### src/rtl/bus_mux_pipe_pkg.sv
// Shared definitions for the CPU internal bus multiplexer: default sizes,
// CPU bus source indices and an index-width helper.
package bus_pkg;

  localparam int DEF_WIDTH = 32;
  localparam int DEF_NSRC  = 24;

  typedef enum logic [4:0] {
    R0, R1, R2, R3, R4, R5, R6, R7,
    R8, R9, R10, R11, R12, R13, R14, R15,
    HI, LO, ZHI, ZLO, PC, MDR, INPORT, CSIGN
  } cpu_src_e;

  // Index width that never collapses to zero bits.
  function automatic int clog2_min1(input int n);
    return (n <= 2) ? 1 : $clog2(n);
  endfunction

endpackage

### src/rtl/bus_mux_pipe_if.sv
// Bus-side signal bundle of bus_mux_pipe. Optional bus_par exists only when
// BUS_MUX_PARITY_EN is defined.
interface bus_mux_pipe_if #(
  parameter int WIDTH = bus_pkg::DEF_WIDTH,
  parameter int NSRC  = bus_pkg::DEF_NSRC,
  parameter int CNT_W = 16,
  parameter int SRC_W = bus_pkg::clog2_min1(NSRC)
);

  // Contract: no valid/ready backpressure. Inputs are sampled on every rising
  // edge; bus_valid qualifies bus_out and the pipeline never stalls.
  logic [NSRC*WIDTH-1:0] src_data;
  logic [NSRC-1:0]       drive_en;
  logic                  err_clr;
  logic [WIDTH-1:0]      bus_out;
  logic                  bus_valid;
  logic [SRC_W-1:0]      bus_src;
  logic                  multi_drive;
  logic                  multi_drive_sticky;
  logic [CNT_W-1:0]      xfer_cnt;
`ifdef BUS_MUX_PARITY_EN
  logic                  bus_par;
`endif

  modport master (
    output src_data, drive_en, err_clr,
    input  bus_out, bus_valid, bus_src, multi_drive, multi_drive_sticky, xfer_cnt
`ifdef BUS_MUX_PARITY_EN
    , bus_par
`endif
  );

  modport slave (
    input  src_data, drive_en, err_clr,
    output bus_out, bus_valid, bus_src, multi_drive, multi_drive_sticky, xfer_cnt
`ifdef BUS_MUX_PARITY_EN
    , bus_par
`endif
  );

endinterface

### src/rtl/bus_mux_pipe_prio_enc.sv
// One-hot request priority encoder: lowest set index wins, plus any/multi flags.
// Purely combinational; also used by the register-file write decoder.
module prio_enc_onehot #(
  parameter int N  = 24,
  parameter int IW = 5
) (
  input  logic [N-1:0]  req,
  output logic [IW-1:0] idx,
  output logic          valid,
  output logic          multi
);

  always_comb begin
    idx = '0;
    // Scan downwards so the lowest set bit is the last one written.
    for (int i = N - 1; i >= 0; i--) begin
      if (req[i]) idx = IW'(i);
    end
    valid = |req;
    multi = (req & (req - {{(N-1){1'b0}}, 1'b1})) != '0;
  end

endmodule

### src/rtl/bus_mux_pipe.sv
// Registered CPU bus multiplexer with one-hot drive enables, 1- or 2-cycle latency,
// hold/zero idle policy, multi-driver detection and a saturating transfer counter.
// Define BUS_MUX_PARITY_EN to add the pipelined bus_par output.
module bus_mux_pipe
  import bus_pkg::*;
#(
  parameter int WIDTH     = DEF_WIDTH,
  parameter int NSRC      = DEF_NSRC,
  parameter int LAT       = 1,
  parameter int HOLD_IDLE = 1,
  parameter int CNT_W     = 16
) (
  input logic           clk,
  input logic           reset,
  bus_mux_pipe_if.slave bus
);

  localparam int SRC_W = clog2_min1(NSRC);

  typedef struct packed {
    logic [WIDTH-1:0] data;
    logic [SRC_W-1:0] src;
    logic             valid;
    logic             multi;
`ifdef BUS_MUX_PARITY_EN
    logic             par;
`endif
  } stage_t;

  logic [SRC_W-1:0] enc_idx;
  logic             enc_valid;
  logic             enc_multi;

  stage_t s1_d, s1_q;
  stage_t out_d, out_q;
  logic             sticky_q;
  logic [CNT_W-1:0] cnt_q;

  prio_enc_onehot #(.N(NSRC), .IW(SRC_W)) u_enc (
    .req   (bus.drive_en),
    .idx   (enc_idx),
    .valid (enc_valid),
    .multi (enc_multi)
  );

  // Select stage: idle cycles either keep the previous word or load zero.
  always_comb begin
    s1_d       = s1_q;
    s1_d.valid = enc_valid;
    s1_d.multi = enc_multi;
    if (enc_valid) begin
      s1_d.data = bus.src_data[int'(enc_idx) * WIDTH +: WIDTH];
      s1_d.src  = enc_idx;
    end else if (HOLD_IDLE == 0) begin
      s1_d.data = '0;
      s1_d.src  = '0;
    end
`ifdef BUS_MUX_PARITY_EN
    s1_d.par = ^s1_d.data;
`endif
  end

  always_ff @(posedge clk) begin
    if (reset) s1_q <= '0;
    else       s1_q <= s1_d;
  end

  // out_d is whatever lands on the outputs at the next edge.
  generate
    if (LAT == 2) begin : g_lat2
      stage_t s2_q;
      always_ff @(posedge clk) begin
        if (reset) s2_q <= '0;
        else       s2_q <= s1_q;
      end
      assign out_d = s1_q;
      assign out_q = s2_q;
    end else begin : g_lat1
      assign out_d = s1_d;
      assign out_q = s1_q;
    end
  endgenerate

  // Sticky and counter track out_d so they stay aligned with bus_out.
  always_ff @(posedge clk) begin
    if (reset) begin
      sticky_q <= 1'b0;
      cnt_q    <= '0;
    end else begin
      if (out_d.multi)      sticky_q <= 1'b1;
      else if (bus.err_clr) sticky_q <= 1'b0;
      if (out_d.valid && (cnt_q != '1)) cnt_q <= cnt_q + 1'b1;
    end
  end

  assign bus.bus_out            = out_q.data;
  assign bus.bus_valid          = out_q.valid;
  assign bus.bus_src            = out_q.src;
  assign bus.multi_drive        = out_q.multi;
  assign bus.multi_drive_sticky = sticky_q;
  assign bus.xfer_cnt           = cnt_q;
`ifdef BUS_MUX_PARITY_EN
  assign bus.bus_par            = out_q.par;
`endif

endmodule
### src/flat_wrapper.sv
// flat-port wrapper written by rule: the top's interface ports become plain ports
module bus_mux_pipe_flat import bus_pkg::*;
#(
  parameter int WIDTH     = DEF_WIDTH,
  parameter int NSRC      = DEF_NSRC,
  parameter int LAT       = 1,
  parameter int HOLD_IDLE = 1,
  parameter int CNT_W     = 16
)
  (clk, reset, bus_src_data, bus_drive_en, bus_err_clr, bus_bus_out, bus_bus_valid, bus_bus_src, bus_multi_drive, bus_multi_drive_sticky, bus_xfer_cnt);
  bus_mux_pipe_if #(.WIDTH(WIDTH), .NSRC(NSRC), .CNT_W(CNT_W)) bus_i ();
  input logic clk;
  input logic reset;
  input wire logic [$bits(bus_i.src_data)-1:0] bus_src_data;
  input wire logic [$bits(bus_i.drive_en)-1:0] bus_drive_en;
  input wire logic [$bits(bus_i.err_clr)-1:0] bus_err_clr;
  output wire logic [$bits(bus_i.bus_out)-1:0] bus_bus_out;
  output wire logic [$bits(bus_i.bus_valid)-1:0] bus_bus_valid;
  output wire logic [$bits(bus_i.bus_src)-1:0] bus_bus_src;
  output wire logic [$bits(bus_i.multi_drive)-1:0] bus_multi_drive;
  output wire logic [$bits(bus_i.multi_drive_sticky)-1:0] bus_multi_drive_sticky;
  output wire logic [$bits(bus_i.xfer_cnt)-1:0] bus_xfer_cnt;
  assign bus_i.src_data = bus_src_data;
  assign bus_i.drive_en = bus_drive_en;
  assign bus_i.err_clr = bus_err_clr;
  assign bus_bus_out = bus_i.bus_out;
  assign bus_bus_valid = bus_i.bus_valid;
  assign bus_bus_src = bus_i.bus_src;
  assign bus_multi_drive = bus_i.multi_drive;
  assign bus_multi_drive_sticky = bus_i.multi_drive_sticky;
  assign bus_xfer_cnt = bus_i.xfer_cnt;
  bus_mux_pipe #(.WIDTH(WIDTH), .NSRC(NSRC), .LAT(LAT), .HOLD_IDLE(HOLD_IDLE), .CNT_W(CNT_W)) u_core (.clk(clk), .reset(reset), .bus(bus_i));
endmodule
### config.mk
export PLATFORM = sky130hd
export DESIGN_NAME = bus_mux_pipe_flat
export DESIGN_NICKNAME = d
export VERILOG_FILES = /design/src/rtl/bus_mux_pipe_pkg.sv /design/src/rtl/bus_mux_pipe_if.sv /design/src/rtl/bus_mux_pipe_prio_enc.sv /design/src/rtl/bus_mux_pipe.sv /design/src/flat_wrapper.sv
export SDC_FILE = /design/constraint.sdc
export NUM_CORES = 1
export LEC_CHECK = 0
export BUFFER_PORTS_ARGS = -buffer_cell sky130_fd_sc_hd__buf_2
export CAP_MARGIN = 20
export CORE_AREA = 2 2 332 334
export CTS_CLUSTER_DIAMETER = 80
export CTS_CLUSTER_SIZE = 25
export DETAILED_ROUTE_END_ITERATION = 16
export DIE_AREA = 0 0 334 336
export SLEW_MARGIN = 40
export SYNTH_ARGS = -nofsm -noshare
export SYNTH_HDL_FRONTEND = slang
export SYNTH_HIERARCHICAL = 1
export SYNTH_SLANG_ARGS = --single-unit
### constraint.sdc
create_clock -name clk -period 5 [get_ports clk]
set_input_delay 0.25 -clock clk [delete_from_list [all_inputs] [get_ports clk]]
set_output_delay 0.25 -clock clk [all_outputs]
set_load 0.01 [all_outputs]
==> flow_summary.ini <==
[status]
outcome = finished clean

[final_layout]
final_area_sq_mm = 0.01520
drive_gt1_share_pct = 61.09
layout_common_cells = 849 x buf_2, 170 x mux2i_1, 111 x mux4_2
fillCellCount = 12450
nets = 2512
ff_latch_area_sq_mm = 0.001121
multi_input_area_sq_mm = 0.007391
layout_commonest_cell = buf_2
area_growth_pct = 69.75

[global_routing]
grtUsageTotal_pct = 16.12
grt_max_degree = 82
grt_pass1_vias = 12297
antenna_found_initial = 139
grt_overflow_total = 0
grt_pass1_wl_mm = 118.9

[sta]
hold_viol = 0
fin_crit_ns = 3.722
finalSetupViolations = 0
max_slew.worst_pin.slew_ns = 0.7868
slew_headroom_pct = 47.54
fmax_ghz = 0.2687
skew_ns = 0.02187
hold_slack_ns = 0.1963
setup_tns_ns = 0
slew_violations = 0
timing.final.crit_share_pct = 74.44
rsz0062_at_grt = false

[power]
powerDensity_mw_per_mm2 = 138.1
vdd_ir_drop_max_mv = 0.1296
leakagePower_uw = 0.006197
power_uw = 2099

[synthesis]
synthSimpleGateAreaFrac_pct = 12.67
synth_fa_ha_area_share_pct = 0.3772
synth-async-reset-ratio_pct = 0
synthXorXnorAreaFrac_pct = 0.1956
muxShareOfSynthArea_pct = 49.55
synth_cells = 923
synth_cell_types = 69
synth_fp_nets = 1719
synth-compound-area-share_pct = 18.44
ys_seq_elements = 56
synth_top_family_by_area = multiplexers
syn_area_per_cell_sq_um = 9.703
synth_top_area_share_pct = 27.91
synth_area_leader_cell = mux4_2
yosys-top-cells-area = mux4_2 28%, mux2i_1 19%, dfxtp_1 13%
yosys_warnings = 6
yosys_most_used_dff = dfxtp_1
synth_area_sq_mm = 0.008956
synth_sequential_area_ratio_pct = 12.52
synth-edff-count = 0

[clocking]
cts_sinks = 56
insertion_delay_ns = 0.37
cts_tree = built
clk_path_buf_depth = 2
htree_levels = 2
post_cts_resized = 0
cts_inserted_buffers = 5
ctsHoldBuffers = 0
cts-root-buf = clkbuf_16
post_cts_buffers = 0
path_clk_slew_ns = 0.12

[critical_path]
cp.arrival_ns = 3.95
cp_max_fo = 38
critical_path.startpoint_type = input port
r2r-start = u_core/bus.xfer_cnt[2]
reg2reg_slack_ns = 2.87
worstPathRequired_ns = 5.23
end_kind = flip-flop
reg2reg_depth = 4
crit_type = in -> reg
rr_endpoint = u_core/bus.xfer_cnt[13]

[place]
place.detailed.hpwl_mm = 83.74
gp_congestion = 0.9423
dpl_cell_area_sq_mm = 0.01494
io_buffer_count = 850

[routing]
route.detailed.wl_per_inst_um = 30.29
ant_nets = 0
routed_wl_mm = 95.64
vias = 12805
first_pass_iters = 5
via_per_inst = 4.055
drcViolationCount = 0
drtIter0Drc = 977

[floorplan]
dieArea_sq_mm = 0.1122
fp.dieW_um = 334
start_util_pct = 8.262
ioPinCount = 851
core_sq_mm = 0.1084
die_h_um = 336
fp-row-count = 121

[hold_path]
whs_path_depth = 4
min_to = u_core/bus.multi_drive_sticky
holdCritStartpoint = bus_err_clr
hp-class = in -> reg

[job]
max_cap_viol_count = 0
metal layers:
metal / track usage [%] / routed length, um / up-vias / part of all wire, %
met5: 1.064 / 663 / - / 0.69
met4: 3.642 / 2473 / 100 / 2.6
met3: 8.351 / 12510 / 252 / 13
met2: 25.25 / 41870 / 926 / 44
met1: 19.41 / 38120 / 6109 / 40
li1: - / - / 5418 / -
cell families (layout without fill, tap and decap cells):
kind of cell,after synthesis,count (layout)
multiplexers,302,302
AO/OA/AOI/OAI,229,229
adder cells (fa/ha/maj),3,3
XOR/XNOR,2,2
other,0,27
flip-flops,56,56
AND/OR/NAND/NOR,223,223
buffers and inverters,108,902
worst max-delay path by stage:
stage               cells after the start                      to  slack (ns)             start
finish                                 12  u_core/bus.bus_out[17]        1.28  bus_drive_en[10]
global route                           12  u_core/bus.bus_out[17]        1.06  bus_drive_en[10]
global placement                       11  u_core/bus.bus_out[17]        0.62  bus_drive_en[10]
floorplan                              10   u_core/bus.bus_out[0]        2.25  bus_drive_en[10]
CTS                                    12  u_core/bus.bus_out[17]        1.16  bus_drive_en[10]
detailed placement                     12  u_core/bus.bus_out[17]        0.76  bus_drive_en[10]
power by group:
part | internal [uW] | switching [uW]
Combinational | 552 | 537
Clock | 242 | 272
Sequential | 475 | 21.2
final cells by class:
cell class | count | share of cell area, %
sequential | 56 | 7.374
antenna | 27 | 0.4444
timing repair buffer | 880 | 30.45
tap | 1414 | 11.64
multi-input combinational | 759 | 48.61
inverter | 14 | 0.3457
clock inverter | 3 | 0.3127
clock buffer | 5 | 0.8230
synth_stat cells (25+ instances only):
cell type,number
a211oi_1,25
a21oi_1,39
a22oi_1,58
a31oi_1,30
buf_2,30
clkbuf_1,39
dfxtp_1,56
mux2i_1,170
mux4_2,111
nand2_1,59
nand3_1,26
nor2_1,61
worst max-delay path, stage by stage:
cell and delay, ns:
buf_2 0.15, or3_1 0.39, a211oi_1 0.36, o41ai_1 0.18, a221oi_4 0.36, buf_12 0.35, nor2b_4 0.52, buf_16 0.20
buf_4 0.28, a22oi_1 0.13, a31oi_1 0.54, a211oi_1 0.16
flip-flops by register name, indices dropped and copies added, names as in the netlist:
name and count:
u_core/bus.xfer_cnt 16, u_core/bus.multi_drive 1, u_core/bus.bus_out 32, u_core/bus.bus_valid 1
u_core/bus.bus_src 5, u_core/bus.multi_drive_sticky 1
metrics by stage:
step,cells,util [%],worst slack [ns]
finish,3158,14.03,1.278
global route,3147,14.00,1.055
CTS,3130,13.94,1.155
detailed placement,3122,13.78,0.7561
global placement,3119,13.70,0.6181
floorplan,923,-,2.248
Power figures use the tool's default switching activity.
